File: config.mk
export PLATFORM = sky130hd
export DESIGN_NAME = fetch_buffer
export DESIGN_NICKNAME = d
export VERILOG_FILES = /design/src/rtl/fetch_buffer_pkg.sv /design/src/rtl/fetch_buffer_fifo.sv /design/src/rtl/fetch_buffer.sv
export SDC_FILE = /design/constraint.sdc
export NUM_CORES = 1
export LEC_CHECK = 0
export BUFFER_PORTS_ARGS = -buffer_cell sky130_fd_sc_hd__buf_2
export CORE_MARGIN = 4
export CORE_UTILIZATION = 59
export CTS_BUF_LIST = sky130_fd_sc_hd__clkbuf_2 sky130_fd_sc_hd__clkbuf_4 sky130_fd_sc_hd__clkbuf_8
export CTS_CLUSTER_SIZE = 25
export DETAILED_ROUTE_END_ITERATION = 6
export PLACE_DENSITY_LB_ADDON = 0.12
export SETUP_SLACK_MARGIN = 0.05
export SLEW_MARGIN = 20
export SYNTH_ARGS = -nofsm -noshare
export SYNTH_HDL_FRONTEND = slang
export SYNTH_SLANG_ARGS = --single-unit
File: constraint.sdc
create_clock -name clk -period 3.2 [get_ports clk]
set_clock_uncertainty 0.1 [all_clocks]
set_input_delay 0.64 -clock clk [delete_from_list [all_inputs] [get_ports clk]]
set_output_delay 0.64 -clock clk [all_outputs]
set_load 0.1 [all_outputs]
File: src/rtl/fetch_buffer_pkg.sv
// Shared types and constants for the instruction-fetch stage.
package fetch_buffer_pkg;

    typedef enum logic [1:0] {
        IDLE = 2'd0,
        REQ  = 2'd1,
        DROP = 2'd2
    } fetch_state_e;

    localparam logic [31:0] NOP_INSTR = 32'h0000_0013;
    localparam logic [31:0] PC_STEP   = 32'd4;

    typedef struct packed {
        logic [31:0] pc;
        logic [31:0] instr;
    } fetch_entry_t;

endpackage

File: src/rtl/fetch_buffer_fifo.sv
// Small synchronous FIFO of {pc, instr} entries; clear overrides push and pop.
module fetch_fifo
    import fetch_buffer_pkg::*;
#(
    parameter int DEPTH = 2
) (
    input  logic                     clk,
    input  logic                     rst_n,
    input  logic                     push,
    input  fetch_entry_t             push_data,
    input  logic                     pop,
    input  logic                     clear,
    output fetch_entry_t             head,
    output logic                     full,
    output logic                     empty,
    output logic [$clog2(DEPTH):0]   count
);

    localparam int PTR_W = $clog2(DEPTH);
    localparam int CNT_W = PTR_W + 1;

    fetch_entry_t     mem_q [DEPTH];
    fetch_entry_t     mem_d [DEPTH];
    logic [PTR_W-1:0] wr_q, wr_d, rd_q, rd_d;
    logic [CNT_W-1:0] cnt_q, cnt_d;
    logic             do_push, do_pop;

    assign empty   = (cnt_q == '0);
    assign full    = (cnt_q == CNT_W'(DEPTH));
    assign do_pop  = pop && !empty;
    // A full FIFO still accepts a push when the head leaves in the same cycle.
    assign do_push = push && (!full || do_pop);
    assign head    = mem_q[rd_q];
    assign count   = cnt_q;

    always_comb begin
        mem_d = mem_q;
        wr_d  = wr_q;
        rd_d  = rd_q;
        cnt_d = cnt_q;
        if (clear) begin
            wr_d  = '0;
            rd_d  = '0;
            cnt_d = '0;
        end else begin
            if (do_push) begin
                mem_d[wr_q] = push_data;
                wr_d        = wr_q + 1'b1;
            end
            if (do_pop) begin
                rd_d = rd_q + 1'b1;
            end
            cnt_d = cnt_q + CNT_W'(do_push) - CNT_W'(do_pop);
        end
    end

    always_ff @(posedge clk or negedge rst_n) begin
        if (!rst_n) begin
            for (int i = 0; i < DEPTH; i++) mem_q[i] <= '0;
            wr_q  <= '0;
            rd_q  <= '0;
            cnt_q <= '0;
        end else begin
            mem_q <= mem_d;
            wr_q  <= wr_d;
            rd_q  <= rd_d;
            cnt_q <= cnt_d;
        end
    end

endmodule

File: src/rtl/fetch_buffer.sv
// Instruction fetch: owns the PC, reads the I-cache, buffers {pc, instr} for decode.
// Optional FETCH_BYPASS_EN forwards a response straight to decode when the buffer is empty.
module fetch_buffer
    import fetch_buffer_pkg::*;
#(
    parameter int              XLEN       = 32,
    parameter logic [XLEN-1:0] RESET_PC   = '0,
    parameter int              FIFO_DEPTH = 2
) (
    input  logic            clk,
    input  logic            rst_n,
    output logic            icache_ren,
    output logic [XLEN-3:0] icache_addr,
    input  logic            icache_stall,
    input  logic [XLEN-1:0] icache_rdata,
    input  logic            redirect_valid,
    input  logic [XLEN-1:0] redirect_pc,
    input  logic            id_ready,
    output logic            id_valid,
    output logic [XLEN-1:0] id_instr,
    output logic [XLEN-1:0] id_pc
);

    localparam int CNT_W = $clog2(FIFO_DEPTH) + 1;

    fetch_state_e    state_q, state_d;
    logic [XLEN-1:0] pc_q, pc_d, shadow_q, shadow_d, tgt;
    logic            resp, push, pop_eff, bypass;
    logic            fifo_full, fifo_empty;
    logic [CNT_W-1:0] fifo_count, count_after;
    fetch_entry_t    head;

    assign icache_ren  = (state_q != IDLE);
    assign icache_addr = pc_q[XLEN-1:2];
    assign tgt         = redirect_pc & ~XLEN'(3);
    assign resp        = (state_q == REQ) && !icache_stall;
    assign pop_eff     = id_ready && !fifo_empty;
    assign count_after = fifo_count + CNT_W'(push) - CNT_W'(pop_eff);

`ifdef FETCH_BYPASS_EN
    assign bypass = resp && !redirect_valid && fifo_empty && id_ready;
`else
    assign bypass = 1'b0;
`endif

    always_comb begin
        state_d  = state_q;
        pc_d     = pc_q;
        shadow_d = shadow_q;
        push     = 1'b0;
        case (state_q)
            IDLE: begin
                if (redirect_valid) begin
                    pc_d    = tgt;
                    state_d = REQ;
                end else if (!fifo_full) begin
                    state_d = REQ;
                end
            end
            REQ: begin
                if (redirect_valid) begin
                    if (icache_stall) begin
                        shadow_d = tgt;
                        state_d  = DROP;
                    end else begin
                        pc_d    = tgt;
                        state_d = IDLE;
                    end
                end else if (!icache_stall) begin
                    push    = !bypass;
                    pc_d    = pc_q + XLEN'(PC_STEP);
                    state_d = (count_after < CNT_W'(FIFO_DEPTH)) ? REQ : IDLE;
                end
            end
            DROP: begin
                // The outstanding read cannot be aborted; wait it out and discard it.
                if (redirect_valid) shadow_d = tgt;
                if (!icache_stall) begin
                    pc_d    = redirect_valid ? tgt : shadow_q;
                    state_d = IDLE;
                end
            end
            default: state_d = IDLE;
        endcase
    end

    always_ff @(posedge clk or negedge rst_n) begin
        if (!rst_n) begin
            state_q  <= IDLE;
            pc_q     <= RESET_PC;
            shadow_q <= RESET_PC;
        end else begin
            state_q  <= state_d;
            pc_q     <= pc_d;
            shadow_q <= shadow_d;
        end
    end

    fetch_fifo #(.DEPTH(FIFO_DEPTH)) u_fifo (
        .clk       (clk),
        .rst_n     (rst_n),
        .push      (push),
        .push_data ('{pc: pc_q, instr: icache_rdata}),
        .pop       (id_ready),
        .clear     (redirect_valid),
        .head      (head),
        .full      (fifo_full),
        .empty     (fifo_empty),
        .count     (fifo_count)
    );

    always_comb begin
        id_valid = !fifo_empty;
        id_instr = fifo_empty ? NOP_INSTR : head.instr;
        id_pc    = fifo_empty ? '0 : head.pc;
        if (bypass) begin
            id_valid = 1'b1;
            id_instr = icache_rdata;
            id_pc    = pc_q;
        end
    end

endmodule

=== Yosys cells after proc, flatten, opt, wreduce, memory -nomap -nowiden ===
Cells that the tools add are included.

* Equality and inequality tests: 10
* Bitwise gates (word level): 3
* Reduce and logical (&&, ||, !) cells: 17
* Mux-type cells: 34
* Order comparisons: 4
* Add/subtract/negate cells: 7

{| class="wikitable"
|+ Operators by type and width
! kind !! number
|-
| two-way mux 32 bit || 10
|-
| two-way mux 64 bit || 4
|-
| bitwise mux 128 bit || 1
|-
| one-hot mux 32 bit (3 select lines) || 1
|-
| demux 64 bit (select 1 bit) || 1
|-
| one-hot mux 32 bit (2 select lines) || 1
|-
| adder 32 x 3 -> 32 bit (second input constant) || 1
|-
| two-way mux 2 bit || 7
|-
| inequality test 2 bit (second input constant) || 5
|-
| two-way mux 1 bit || 8
|-
| nonzero test 2 bit || 4
|-
| inequality test 3 bit (second input constant) || 2
|-
| one-hot mux 2 bit (3 select lines) || 1
|-
| AND reduction 3 bit || 2
|-
| adder 2 x 1 -> 2 bit || 2
|-
| == test 2 bit (second input constant) || 2
|-
| >= comparator 2 bit (second input constant) || 2
|-
| logical NOT 2 bit || 2
|-
| NOT 1 -> 2 bit || 2
|-
| AND reduction 4 bit || 1
|-
| subtractor 2 x 1 -> 2 bit || 2
|-
| logical AND 1 bit || 3
|-
| nonzero test 3 bit || 1
|-
| adder 1 bit (second input constant) || 2
|-
| other kinds (7) || 8
|}

* Output and inout bits: 96
* Bits of input ports: 69
* Bits in registers: 198

=== Logic depth before layout (Yosys ltp) ===
Gate-level depths: netlist of run 1.

* Depth in word-level cells: 10
* Gate-level depth with buffers: 10
* Mapped depth without buffers: 8

=== Modules after synthesis ===
From an unflattened synthesis of run 1, not the netlist that was laid out.

* Cell total of the unflattened synthesis: 866
* Area total of the unflattened synthesis: 10473.8 um^2

{| class="wikitable"
|+ Modules (own cells, without submodules)
! module !! times used !! cells an instance !! sequential area each (um^2) !! area an instance (um^2)
|-
| fetch_fifo || 1 || 365 || 3303.2 || 5979.5
|-
| fetch_buffer || 1 || 501 || 1651.6 || 4494.3
|}

=== Least setup slack after synthesis of run 1 ===
OpenSTA, ideal clock, no wires.

* Path kind: register -> output
* Start point: reg u_fifo.rd_q
* End point: out id_pc[10]
* Arrival: 2.565 ns
* Cell stages (with the launch flop): 5
* Data required time: 2.460 ns
* Path slack: -0.105 ns
* Path through: dfrtp_1 clkbuf_1 buf_1 mux2i_1 nor2_1

* Cells in the longest elaborated chain, start to end: 5

{| class="wikitable"
|+ RTL lines
! what !! RTL line !! text
|-
| from (decl) || fetch_buffer_fifo.sv:24 || <nowiki>logic [PTR_W-1:0] wr_q, wr_d, rd_q, rd_d;</nowiki>
|-
| from (signal assigned) || fetch_buffer_fifo.sv:66 || <nowiki>rd_q <= rd_d;</nowiki>
|-
| NOT 1 -> 2 bit (not written as such) || fetch_buffer_fifo.sv:33 || <nowiki>assign head = mem_q[rd_q];</nowiki>
|-
| two-way mux 64 bit (not written as such) (3 in series) || fetch_buffer_fifo.sv:33 ||
|-
| two-way mux 32 bit || fetch_buffer.sv:115 || <nowiki>id_pc = fifo_empty ? '0 : head.pc;</nowiki>
|-
| to (decl) || fetch_buffer.sv:21 || <nowiki>output logic [XLEN-1:0] id_pc</nowiki>
|}

No other way between the ends. The select of a mux whose other input is x is not followed.

=== Final worst setup path of run 1 ===
* Start point: reg u_fifo.rd_q
* End point: out id_pc[1]

Same word-level chain as after synthesis.

==> results of run 1 <==
synth_stat cells (all sizes together) (2+ instances only):
| library cell | instances |
|---|---|
| and4 | 6 |
| a22oi | 2 |
| o22ai | 3 |
| o211ai | 2 |
| o21ai | 47 |
| o2bb2ai | 4 |
| a41oi | 3 |
| nand4 | 9 |
| a221o | 6 |
| nor3 | 7 |
| nand2 | 33 |
| a222oi | 5 |
| buf | 58 |
| o21a | 5 |
| and3 | 4 |
| and2 | 3 |
| a31oi | 6 |
| nand2b | 4 |
| a22o | 2 |
| nor2b | 5 |
| a21oi | 18 |
| a2bb2oi | 5 |
| o311a | 2 |
| or3 | 2 |
| a32o | 2 |
| o31ai | 2 |
| mux2i | 67 |
| clkbuf | 31 |
| nor2 | 82 |
| dfrtp | 198 |
| nand3 | 18 |
| a221oi | 9 |
| mux2 | 155 |
| ha | 7 |
| xnor2 | 3 |
| o22a | 3 |
| nor4 | 9 |
| inv | 13 |
| a32oi | 4 |
through the flow:
step | worst slack [ns] | hold WS (ns)
final | 0.242 | 0.0977
after global routing | 0.111 | 0.110
after CTS | 0.198 | 0.103
after detailed placement | 0.590 | 0.375
after global placement | 0.617 | 0.367
after floorplan | 0.284 | 0.244
path summary, 6_finish.rpt:
check,start,end,cells past startpoint
min reg2reg,u_fifo.mem_q[37],u_fifo.mem_q[37],2
min,rst_n,u_fifo.mem_q[70],1
min in group clk,redirect_pc[16],shadow_q[16],2
max in group asynchronous,rst_n,pc_q[25],2
max reg2reg,state_q[0],pc_q[8],7
max,u_fifo.rd_q,id_pc[1],4
layout by cell type, fill, tap and decap left out, drive strengths merged, types with 18 or more instances in the layout:
| master | Yosys | final |
|---|---|---|
| buf | 58 | 196 |
| a21oi | 18 | 18 |
| nor2 | 82 | 82 |
| nand2 | 33 | 33 |
| o21ai | 47 | 47 |
| nand3 | 18 | 18 |
| dfrtp | 198 | 198 |
| mux2i | 67 | 67 |
| clkbuf | 31 | 26 |
| mux2 | 155 | 155 |
routing by layer:
metal,vias up,wire length [um]
met5,-,0
met4,0,285
li1,3373,-
met3,23,1430
met1,3584,10300
met2,202,10700
final cells by class:
class	instances	area, um2
Clock buffer	25	319
Sequential cell	198	4960
Fill cell	1273	5210
Multi-Input combinational cell	561	4540
Tap cell	220	275
Timing Repair Buffer	197	1160
Clock inverter	7	68.8
Inverter	13	48.8
logic make-up after synthesis:
kind of cell,after synthesis
buffers and inverters,103
muxes,222
adders and majority gates,7
xor gates and xnor gates,4
and+or+nand+nor,187
DFF,198
AOI/OAI and AO/OA,141
state kept, by name (all words and copies together) (netlist names):
name	cells
pc_q	32
shadow_q	32
state_q	2
u_fifo.count	2
u_fifo.mem_q	128
u_fifo.rd_q	1
u_fifo.wr_q	1
==> results_dict.tcl, run 1 <==
set metrics [dict create \
    yosys.area_share.adder_pct 0.879 \
    die_h_um 138 \
    coreArea_um2 16600 \
    ant_nets 0 \
    startpoint_type "flip-flop" \
    r2r_setup_slack_ns 0.54 \
    path_cells "buf_4 -> mux2i_1 -> nor2_2 -> buf_2" \
    grt_pass1_wl_um 36100 \
    post_synth_and_or_nand_nor_area_fraction_pct 8.99 \
    final_cell_count_no_fill 1221 \
    grt_use_met1_pct 34.1 \
    synth_warnings 0 \
    post_synth.cell_area_avg_um2 11.6 \
    clk_pin_slew_worst_paths_ns 0.09 \
    start_util_pct 60.1 \
    cts_tree "built" \
    synth-seq-area-share_pct 49.7 \
    yosysTopAreaCell "dfrtp_1" \
    cts_resized 0 \
    synth.area.mux_share_pct 24.2 \
    syn_nets 938 \
    synth_seq_cells 198 \
    report.final.slew_viol_count 0 \
    wire_per_inst_um 18.6 \
    setup_viol 0 \
    grt_use_met3_pct 5.26 \
    drive_above_1_share_pct 44.0 \
    portBuffers 162 \
    clock_latency_ns 0.46 \
    placed_cells 1189 \
    critPathTopFamily "buffers and inverters" \
    design_area_um2 11400 \
    slew_headroom_pct 46.0 \
    syn_inst 862 \
    clock.fmax_ghz 0.338 \
    async_flop_share_pct 100 \
    max_slew.worst_pin.slew_ns 0.810 \
    htreeDepth 4 \
    vias_per_cell 5.88 \
    die_w_um 138 \
    final_nets 1064 \
    crit_buf_inv 2 \
    slowest_delay_ns 0.74 \
    track_usage_pct 24.1 \
    dieArea_um2 19000 \
    clockBufferDepth 2 \
    layout_min_cycle_time_ns 2.96 \
    crit_path_max_fanout 27 \
    detailed_place_hpwl_um 15900 \
    cts_root_buf "clkbuf_8" \
    synth_top_area_share_pct 49.7 \
    antenna_found_initial 0 \
    placement_rows 47 \
    fin_crit_sh_pct 92.4 \
    required_ns 2.46 \
    placed_area_um2 11000 \
    slowest_stage "dfrtp_4" \
    n_antenna_cell 0 \
    final_core_util_pct 68.6 \
    fin_tns_setup_ns 0 \
    post_cts_buffers 0 \
    synth-edff-count 0 \
    synth_top_family_by_area "multiplexers" \
    grt_pass1_vias 6936 \
    firstDrtPassIters 5 \
    synth.top_cells.by_area "dfrtp_1, mux2_2, mux2i_1, nor2_1, buf_4" \
    finalHoldViolations 0 \
    synth-compound-area-share_pct 9.82 \
    yosysUniqueCellTypes 67 \
    clock_sinks 198 \
    synthXorXnorAreaFrac_pct 0.352 \
    num_vias 7182 \
    hold_buffers 0 \
    grt_util_met2_pct 38.2 \
    gp_congestion 0.869 \
    numCtsBuffers 17 \
    hold_class "input pin to async pin" \
    grt-ovfl-total 0 \
    routed_wl_um 22700 \
    drcViolationCount 0 \
    cp.arrival_ns 2.22 \
    status "completed" \
    dr.first_iter.drc_count 510 \
    ios 165 \
    grt_start_max_net_pins 74 \
    synth-main-ff-cell "dfrtp_1" \
    maxCapViolCount 0 \
    syn-cell-area_um2 9960 \
    path_class "flip-flop to output pin" \
    cp-end-kind "output pin" \
    rsz0062_at_grt "no" \
    top_usage_layer "met2" \
    area_growth_pct 14.1 \
]
Power of run 1 is left out: the tool's default activity adds up to more than one toggle a clock period on the data nets, which glitch-free logic cannot reach.
==> run 2: changes to the inputs <==
--- a/config.mk
+++ b/config.mk
@@ -11,6 +11,7 @@
 export CTS_BUF_LIST = sky130_fd_sc_hd__clkbuf_2 sky130_fd_sc_hd__clkbuf_4 sky130_fd_sc_hd__clkbuf_8
 export CTS_CLUSTER_SIZE = 25
 export DETAILED_ROUTE_END_ITERATION = 6
+export GPL_TIMING_DRIVEN = 0
 export PLACE_DENSITY_LB_ADDON = 0.12
 export SETUP_SLACK_MARGIN = 0.05
 export SLEW_MARGIN = 20
==> run 2 against run 1 <==
Wire length rose by 5.6%. Register-to-register slack got worse by 0.31 ns. Final cell count rose by 4.7%. Sequential share of layout area fell by 1.2 points. Via count rose by 4.3%. Die area did not move. Clock-buffer cell count fell by 8. Critical path depth did not move.
==> results_dict.tcl, run 2 (synthesized netlist as in run 1, its figures left out) <==
set metrics [dict create \
    status "completed" \
    fin_tns_setup_ns 0 \
    grt_start_max_net_pins 83 \
    placed_area_um2 11200 \
    grt-ovfl-total 0 \
    vias_per_cell 5.86 \
    routed_wl_um 23900 \
    slowest_delay_ns 0.48 \
    max_slew.worst_pin.slew_ns 0.927 \
    final_common_cell "dfrtp_1" \
    ios 165 \
    cp.arrival_ns 2.28 \
    slew_headroom_pct 37.7 \
    required_ns 2.46 \
    num_vias 7494 \
    wire_per_inst_um 18.7 \
    drive_above_1_share_pct 44.3 \
    startpoint_type "flip-flop" \
    path_cells "nor2_2 -> clkbuf_1 -> nor2_1 -> buf_2" \
    coreArea_um2 16600 \
    detailed_place_hpwl_um 17800 \
    r2r_setup_slack_ns 0.23 \
    slowest_stage "dfrtp_1" \
    path_class "flip-flop to output pin" \
    die_w_um 138 \
    grt_pass1_wl_um 38000 \
    gp_congestion 0.880 \
    area_growth_pct 17.2 \
    hold_class "input pin to flip-flop" \
    start_util_pct 60.1 \
    fillers 1284 \
    cp-end-kind "output pin" \
    final_core_util_pct 70.4 \
    n_antenna_cell 0 \
    dr.first_iter.drc_count 606 \
    antenna_found_initial 0 \
    dieArea_um2 19000 \
    rsz0062_at_grt "no" \
    die_h_um 138 \
    placement_rows 47 \
    portBuffers 161 \
    final_nets 1121 \
    mostFrequentLayoutCells "dfrtp_1, buf_2, mux2_2, mux2i_1, nor2_2" \
    fin_crit_sh_pct 94.4 \
    ant_nets 0 \
    firstDrtPassIters 7 \
    htreeDepth 4 \
    clock_latency_ns 0.47 \
    largest_reg_flops 128 \
    top_regs "u_fifo.mem_q (128), pc_q (32), shadow_q (32)" \
    finalHoldViolations 0 \
    layout_min_cycle_time_ns 3.02 \
    track_usage_pct 25.8 \
    crit_path_max_fanout 10 \
    clock.fmax_ghz 0.331 \
    setup_viol 0 \
    final_cell_count_no_fill 1278 \
    cts_root_buf "clkbuf_8" \
    clock_sinks 198 \
    clk_pin_slew_worst_paths_ns 0.11 \
    grt_pass1_vias 7394 \
    maxCapViolCount 0 \
    drcViolationCount 0 \
    placed_cells 1245 \
    top_register "u_fifo.mem_q" \
    report.final.slew_viol_count 0 \
    clockBufferDepth 2 \
    cts_tree "built" \
    design_area_um2 11700 \
    numCtsBuffers 17 \
]
run 2: changes by cell type in the layout (fill, tap and decap cells not counted), sizes merged:
| cell | change |
|---|---|
| bufinv | +2 |
| clkinv | +3 |
| inv | +3 |
| clkbuf | +22 |
| clkdlybuf4s15 | +1 |
| buf | +25 |
| dlygate4sd3 | +1 |
run 2: cell type report:
type	count	area, um2	share of cell area [%]
clock inverters	15	196	1.68
well taps	220	275	2.36
clock buffers	17	234	2.00
flip-flops and latches	198	4950	42.4
inverters	13	48.8	0.418
repair buffers	164	881	7.54
plain buffers	90	562	4.81
multi-input cells	561	4530	38.8
run 2: path summary, 6_finish.rpt:
kind                                       start               end  cells past startpoint
worst min-delay path            icache_rdata[13]  u_fifo.mem_q[13]                      2
worst max register to register        state_q[0]           pc_q[8]                      9
max in group asynchronous                  rst_n           pc_q[3]                      4
min in group asynchronous                  rst_n   u_fifo.mem_q[7]                      2
worst min register to register  u_fifo.mem_q[37]  u_fifo.mem_q[37]                      2
worst max-delay path             u_fifo.count[1]       id_instr[5]                      4
run 2: routing by layer:
| metal | global-route usage (%) | vias up | share of wire [%] |
|---|---|---|---|
| met5 | 0 | - | 0 |
| met4 | 8.34 | 0 | 1.9 |
| met3 | 4.75 | 41 | 6.8 |
| met2 | 42.4 | 292 | 48 |
| met1 | 35.0 | 3672 | 43 |
| li1 | - | 3489 | - |
run 2: per-stage QoR:
stage                     hold WS, ns  worst slack [ns]
final                           0.303             0.179
after global routing            0.281            0.0525
after global placement          0.364             -1.89
after detailed placement        0.372             0.166
after floorplan                 0.244             0.284
after CTS                       0.276            0.0842
run 2: worst max-delay path, delay by kind of cell (launching register included):
kind,cells,cell delay (ns)
simple gates,2,0.54
buf+inv,2,0.78
flops,1,0.48
run 2: what timing repair did:
action,in CTS,in global routing
gates resized for setup,10,4
setup buffers,0,0
setup endpoints to repair,63,14
cloned,0,0
endpoints found under the hold margin,48,0
hold buffers,1,0
Power of run 2 is left out for the same reason.
==> run 3: changes to the inputs <==
--- a/config.mk
+++ b/config.mk
@@ -6,6 +6,7 @@
 export NUM_CORES = 1
 export LEC_CHECK = 0
 export BUFFER_PORTS_ARGS = -buffer_cell sky130_fd_sc_hd__buf_2
+export CORE_ASPECT_RATIO = 1.5
 export CORE_MARGIN = 4
 export CORE_UTILIZATION = 59
 export CTS_BUF_LIST = sky130_fd_sc_hd__clkbuf_2 sky130_fd_sc_hd__clkbuf_4 sky130_fd_sc_hd__clkbuf_8
==> run 3 against run 2 <==
Register-to-register slack lost 0.04 ns. Die area up 0.23%. First-iteration DRC count fell by 21%. Worst hold slack got worse by 0.0045 ns. Non-clock buffer count unchanged. Flip-flop and latch count unchanged. Sequential share of layout area increased by 0.25 points. Fmax shrank 0.85%. Clock-buffer cell count unchanged. Utilization up 0.36 points. Final cell count shrank 1.1%.
==> results_dict.tcl, run 3 (synthesized netlist as in run 1, its figures left out) <==
set metrics [dict create \
    htreeDepth 4 \
    routed_wl_um 24500 \
    num_vias 7545 \
    area_growth_pct 16.6 \
    whs_ns 0.299 \
    grt_start_max_net_pins 85 \
    die_h_um 167 \
    hold_class "input pin to flip-flop" \
    die_w_um 114 \
    drcViolationCount 0 \
    top_register "u_fifo.mem_q" \
    cp.arrival_ns 2.31 \
    rsz0062_at_grt "no" \
    n_antenna_cell 0 \
    cts_root_buf "clkbuf_8" \
    clock_sinks 198 \
    clock_latency_ns 0.47 \
    ant_nets 0 \
    required_ns 2.46 \
    max_slew.worst_pin.slew_ns 1.05 \
    wire_per_inst_um 19.4 \
    placement_rows 57 \
    path_cells "nor2_2 -> clkbuf_1 -> nor2_2 -> buf_2" \
    gp_congestion 0.865 \
    crit_buf_inv 2 \
    path_common_cell "nor2_2" \
    detailed_place_hpwl_um 18300 \
    track_usage_pct 26.2 \
    vias_per_cell 5.97 \
    startpoint_type "flip-flop" \
    critPathTopFamily "buffers and inverters" \
    finalHoldViolations 0 \
    mostFrequentLayoutCells "dfrtp_1, buf_2, mux2_2, mux2i_1, nor2_2" \
    numCtsBuffers 17 \
    clock.fmax_ghz 0.328 \
    maxCapViolCount 0 \
    setup_slack_ns 0.153 \
    dieArea_um2 19100 \
    cp-end-kind "output pin" \
    final_nets 1121 \
    clockBufferDepth 2 \
    firstDrtPassIters 5 \
    fin_crit_sh_pct 95.2 \
    slowest_delay_ns 0.57 \
    drive_above_1_share_pct 44.3 \
    antenna_found_initial 0 \
    status "completed" \
    grt_pass1_wl_um 39900 \
    start_util_pct 60.7 \
    report.final.slew_viol_count 0 \
    largest_reg_flops 128 \
    ios 165 \
    layout_min_cycle_time_ns 3.05 \
    slew_headroom_pct 29.1 \
    top_regs "u_fifo.mem_q (128), pc_q (32), shadow_q (32)" \
    placed_area_um2 11200 \
    coreArea_um2 16400 \
    design_area_um2 11600 \
    grt_pass1_vias 7709 \
    dr.first_iter.drc_count 476 \
    grt-ovfl-total 0 \
    clk_pin_slew_worst_paths_ns 0.11 \
    pre_cts_ws_ns 0.0705 \
    final_core_util_pct 70.8 \
    slowest_stage "clkbuf_1" \
    cts_tree "built" \
    crit_path_max_fanout 10 \
    setup_viol 0 \
    final_common_cell "dfrtp_1" \
    path_class "flip-flop to output pin" \
    portBuffers 161 \
]
==> run 3: per-layer routing <==
layer	GRT usage (%)	routed length, um	vias up
met4	8.94	707	0
met1	33.3	10000	3758
met3	3.83	1190	58
met5	0	0	-
met2	45.7	12600	260
li1	-	-	3469
==> run 3: timing repair <==
action | in CTS | in global routing
hold buffers | 1 | 0
buffers inserted | 0 | 0
resized for setup | 10 | 4
pin swaps | 0 | 0
endpoints found under the hold margin | 35 | 0
setup endpoints to repair | 58 | 40
==> run 3: layout make-up <==
class	instances	area, um2
Tap cell	206	258
Inverter	13	48.8
Sequential cell	198	4950
Multi-Input combinational cell	561	4530
Fill cell	1236	4790
Clock inverter	15	146
Clock buffer	17	234
Buffer	90	562
Timing Repair Buffer	164	881
==> run 3: metrics by stage <==
step	TNS (ns)	instances
floorplan	0	862
global placement	-369.55	1229
detailed placement	0	1231
CTS	0	1264
global route	0	1264
finish	0	1264
==> run 3: worst paths after layout <==
path | start | to | slack, ns | cells past startpoint
max in group asynchronous | rst_n | u_fifo.mem_q[38] | 1.40 | 4
max reg2reg | state_q[0] | pc_q[23] | 0.19 | 9
min | icache_rdata[25] | u_fifo.mem_q[25] | 0.30 | 2
min reg2reg | u_fifo.mem_q[46] | u_fifo.mem_q[46] | 0.39 | 2
max | u_fifo.count[1] | id_pc[2] | 0.15 | 4
min in group asynchronous | rst_n | u_fifo.mem_q[6] | 0.50 | 2
==> run 3: worst reg2reg max path, cell delays in order (launching register included) <==
cell and delay, ns:
dfrtp_1 0.43, inv_1 0.10, ha_1 0.34, or2_1 0.15
clkdlybuf4s15_2 0.28, a211o_1 0.31, buf_2 0.30, clkbuf_1 0.51
a21oi_1 0.09, a31oi_1 0.29
Power of run 3 is left out for the same reason.
